$ cat src/rtl/reg_file.sv
// 32x32 CPU register file: two combinational read ports, one clocked write port, r0 hardwired to zero.
// Optional macro REGFILE_BYPASS_EN forwards same-cycle write data to a matching read port.
module reg_file #(
    parameter int WIDTH  = 32,
    parameter int ADDR_W = 5
) (
    input  logic              clk,
    input  logic              rst,
    input  logic [ADDR_W-1:0] raddr1,
    input  logic [ADDR_W-1:0] raddr2,
    output logic [WIDTH-1:0]  rdata1,
    output logic [WIDTH-1:0]  rdata2,
    input  logic              we,
    input  logic [ADDR_W-1:0] waddr,
    input  logic [WIDTH-1:0]  wdata
);

    localparam int DEPTH = 2 ** ADDR_W;

    logic [WIDTH-1:0] mem_q [DEPTH];
    logic [WIDTH-1:0] mem_d [DEPTH];
    logic             wr_en;

    assign wr_en = we && !rst && (waddr != '0);

    // NOTE: every always_comb output gets a default first so no path leaves it unassigned (no latch).
    always_comb begin
        mem_d = mem_q;
        if (wr_en) begin
            mem_d[waddr] = wdata;
        end
    end

    // NOTE: this memory is reset on purpose: the CPU relies on every register reading 0 after reset.
    // NOTE: state is updated with non-blocking assignments so all flops sample the same pre-edge values.
    always_ff @(posedge clk or posedge rst) begin
        if (rst) begin
            for (int i = 0; i < DEPTH; i++) begin
                mem_q[i] <= '0;
            end
        end else begin
            mem_q <= mem_d;
        end
    end

    always_comb begin
        rdata1 = '0;
        rdata2 = '0;
        if (raddr1 != '0) begin
            rdata1 = mem_q[raddr1];
`ifdef REGFILE_BYPASS_EN
            if (wr_en && (waddr == raddr1)) begin
                rdata1 = wdata;
            end
`endif
        end
        if (raddr2 != '0) begin
            rdata2 = mem_q[raddr2];
`ifdef REGFILE_BYPASS_EN
            if (wr_en && (waddr == raddr2)) begin
                rdata2 = wdata;
            end
`endif
        end
    end

endmodule

$ cat config.mk
export PLATFORM = sky130hd
export DESIGN_NAME = reg_file
export DESIGN_NICKNAME = d
export VERILOG_FILES = /design/src/rtl/reg_file.sv
export SDC_FILE = /design/constraint.sdc
export NUM_CORES = 2
export LEC_CHECK = 0
export ABC_AREA = 0
export BUFFER_PORTS_ARGS = -buffer_cell sky130_fd_sc_hd__buf_2
export CELL_PAD_IN_SITES_DETAIL_PLACEMENT = 1
export CELL_PAD_IN_SITES_GLOBAL_PLACEMENT = 2
export CORE_ASPECT_RATIO = 0.9
export CORE_MARGIN = 5
export CORE_UTILIZATION = 45
export CTS_CLUSTER_SIZE = 20
export DETAILED_ROUTE_END_ITERATION = 10
export GPL_TIMING_DRIVEN = 0
export PLACE_DENSITY_LB_ADDON = 0.15
export SYNTH_ARGS = -nofsm -noshare
export SYNTH_HDL_FRONTEND = slang
export SYNTH_SLANG_ARGS = --single-unit
$ cat constraint.sdc
create_clock -name clk -period 53.4 [get_ports clk]
set_input_delay 2.67 -clock clk [delete_from_list [all_inputs] [get_ports clk]]
set_output_delay 2.67 -clock clk [all_outputs]
set_load 0.02 [all_outputs]
==> flow_summary.json <==
{
  "drive_gt1_frac": 0.5096,
  "status": "finished, violations left",
  "ios": 114,
  "period_needed_ps": 9482,
  "vias": 38255,
  "whs_path_depth": 1,
  "ir_drop_mv": 0.02990,
  "fin_cells": 5551,
  "start_kind": "input port",
  "largest-register": "mem_q",
  "leakagePower_nw": 27.51,
  "clock.fmax_mhz": 105.5,
  "utilization": 0.5089,
  "skew_ps": 0,
  "worstSetupPathType": "input port to primary output",
  "min_from": "mem_q[1010]",
  "syn-cell-area_mm2": 0.05490,
  "drc": 0,
  "clockBufferDepth": 3,
  "n_fill_cell": 11649,
  "cp.arrival_ps": 6810,
  "cts_setup_buffers": 0,
  "grt_setup_unrepaired": "false",
  "grt_first_pass_wirelength_um": 322700,
  "path_clk_slew_ps": 60,
  "largest_reg_flops": 1024,
  "root_buffer": "clkbuf_16",
  "dp_cells": 5330,
  "fin_crit_sh": 0.1776,
  "clkLatencyLatePin_ps": 740,
  "cts_hold_buf": 0,
  "r2r_cells": 1,
  "dp_slack_ps": 44250,
  "die_area_mm2": 0.1291,
  "hold_path_end": "mem_q[1010]",
  "area_growth_pct": 12.27,
  "ys_ff_latch": 1024,
  "synth_edf_count": 0,
  "fp.dieH_um": 341.4,
  "port_buffers": 105,
  "die_w_um": 378.2,
  "htree_levels": 3,
  "grtUsageTotal": 0.3627,
  "final_antenna_net_count": 0,
  "drv_cap": 1,
  "r2r_end": "mem_q[374]",
  "design.core.area_mm2": 0.1211,
  "dp.final_hpwl_um": 168900,
  "nets": 3896,
  "min_path_type": "flip-flop to flip-flop",
  "reg2reg_slack_ps": 52560,
  "route.detailed.wl_per_inst_um": 42.26,
  "synthFlopType": "dfrtp_1",
  "routed_wl_um": 234600,
  "synth_cell_types": 39,
  "drv_slew": 10,
  "worst_slew_pin_slew_ps": 1504,
  "syn_nets": 3666,
  "reg_top3": "mem_q (1024)",
  "fin_setup_tns_ps": 0,
  "timing.rr.start": "mem_q[374]",
  "drtPass1Iterations": 5,
  "crit_path_max_fanout": 10,
  "total_power_mw": 2.189,
  "numCtsBuffers": 113,
  "rows": 121,
  "syn_inst": 3616,
  "cts_tree": "built",
  "grt_pass1_vias": 39252,
  "antenna_found_initial": 15,
  "final-hold-violation-count": 0,
  "syn_area_per_cell_um2": 15.18,
  "cp-end-kind": "primary output",
  "yosysSeqAreaShare": 0.4667,
  "cts-resized-gates": 0,
  "max-slew-margin-rel": -0.006557,
  "vias_per_cell": 6.892,
  "grt_max_degree": 124,
  "initial_core_util": 0.4533,
  "power_density_mw_per_mm2": 35.51,
  "setup_viol": 0,
  "finalWorstSetupSlack_ps": 43920,
  "cts_sinks": 1024,
  "drt_iter0_drc": 4347,
  "place_congestion": 0.9611,
  "yosys_warnings": 0,
  "violations": "capacitance limit, slew limit",
  "critPathRequiredTime_ps": 50730,
  "grt_overflow": 0,
  "ys_async_sr_fraction": 1.000
}
[stage by stage]
stage / hold slack (ps) / area [µm²]
after CTS: 483.4 / 61620
after floorplan: 441.3 / 54900
after global routing: 496.9 / 61620
after global placement: 459.4 / 57430
after detailed placement: 467.9 / 57700
final: 479.9 / 61640
[where the power goes]
| group | switching, mW | internal [mW] | leakage [nW] |
|---|---|---|---|
| Combinational | 0.205 | 0.196 | 11.9 |
| Clock | 0.344 | 0.490 | 1.94 |
| Sequential | 0.0772 | 0.876 | 13.6 |
| Total | 0.626 | 1.56 | 27.5 |
[worst max-delay path by stage]
| stage | startpoint | end | slack [ps] | cells past startpoint |
|---|---|---|---|---|
| floorplan | rst | mem_q[0] | 21910 | 1 |
| global placement | rst | mem_q[35] | 8710 | 2 |
| detailed placement | raddr1[2] | rdata1[16] | 44250 | 7 |
| CTS | raddr1[2] | rdata1[16] | 44240 | 7 |
| global route | raddr1[2] | rdata1[14] | 44070 | 7 |
| finish | raddr1[2] | rdata1[16] | 43920 | 7 |
[Yosys cell counts (4+ instances only)]
cell type,n,area [µm²]
a22oi_1,64,480.5
nor2b_1,66,412.9
o21ai_1,97,485.5
mux2i_1,128,1281
nor2_4,4,45.04
mux2_2,995,11200
mux4_2,448,10090
a221oi_1,45,394.1
nand3b_1,4,30.03
o2111ai_1,19,166.4
buf_4,54,405.4
nand2_1,55,206.5
dfrtp_1,1024,25620
clkbuf_1,179,671.9
a311oi_1,64,560.5
nor2_2,8,50.05
buf_6,61,686.9
mux2_1,61,686.9
nor2_1,12,45.04
a211oi_1,64,480.5
o21ai_0,12,60.06
buf_2,124,620.6
[cell families (layout without fill, tap and decap cells)]
group / after synthesis / in the layout / synth area share
AND/OR/NAND/NOR: 169 / 169 / 0.01725
flip-flops: 1024 / 1024 / 0.4667
buffers and inverters: 426 / 754 / 0.04446
other: 0 / 8 / 0
multiplexers: 1632 / 1632 / 0.4237
AO/OA/AOI/OAI: 365 / 365 / 0.04786
[layer usage]
metal,GRT usage,vias to the layer above,wire length (µm)
li1,-,14511,-
met4,0.1771,2,13790
met5,0,-,13
met1,0.5028,21079,96150
met3,0.1078,521,23910
met2,0.5233,2142,100700
[area by class of cell]
type | instances | area [µm²] | share of cell area
multi-input cells | 2166 | 26840 | 0.4354
flip-flops and latches | 1024 | 25620 | 0.4157
clock buffers | 178 | 3496 | 0.05671
plain buffers | 422 | 2427 | 0.03938
well taps | 1599 | 2001 | 0.03246
repair buffers | 115 | 788.3 | 0.01279
clock inverters | 35 | 420.4 | 0.006820
inverters | 4 | 22.52 | 0.0003654
diodes | 8 | 20.02 | 0.0003248
[cell usage in the layout, fill, tap and decap left out, types with 11 or more instances in the layout]
cell | netlist | routed
a211oi_1 | 64 | 64
a221oi_1 | 45 | 45
a22oi_1 | 64 | 64
a311oi_1 | 64 | 64
buf_2 | 124 | 229
buf_4 | 54 | 54
buf_6 | 61 | 61
clkbuf_1 | 179 | 204
clkbuf_16 | 0 | 116
clkbuf_8 | 0 | 36
clkinv_2 | 0 | 22
dfrtp_1 | 1024 | 1024
mux2_1 | 61 | 61
mux2_2 | 995 | 995
mux2i_1 | 128 | 128
mux4_2 | 448 | 448
nand2_1 | 55 | 55
nor2_1 | 12 | 11
nor2b_1 | 66 | 66
o2111ai_1 | 19 | 19
o21ai_0 | 12 | 12
o21ai_1 | 97 | 97
[worst max-delay path, stage by stage]
cell and delay (ps):
buf_4 220, buf_4 340, buf_2 700, clkbuf_1 1030, a211oi_1 450, a311oi_1 1010, buf_2 320
No activity file was read; power rests on OpenSTA's default activity.
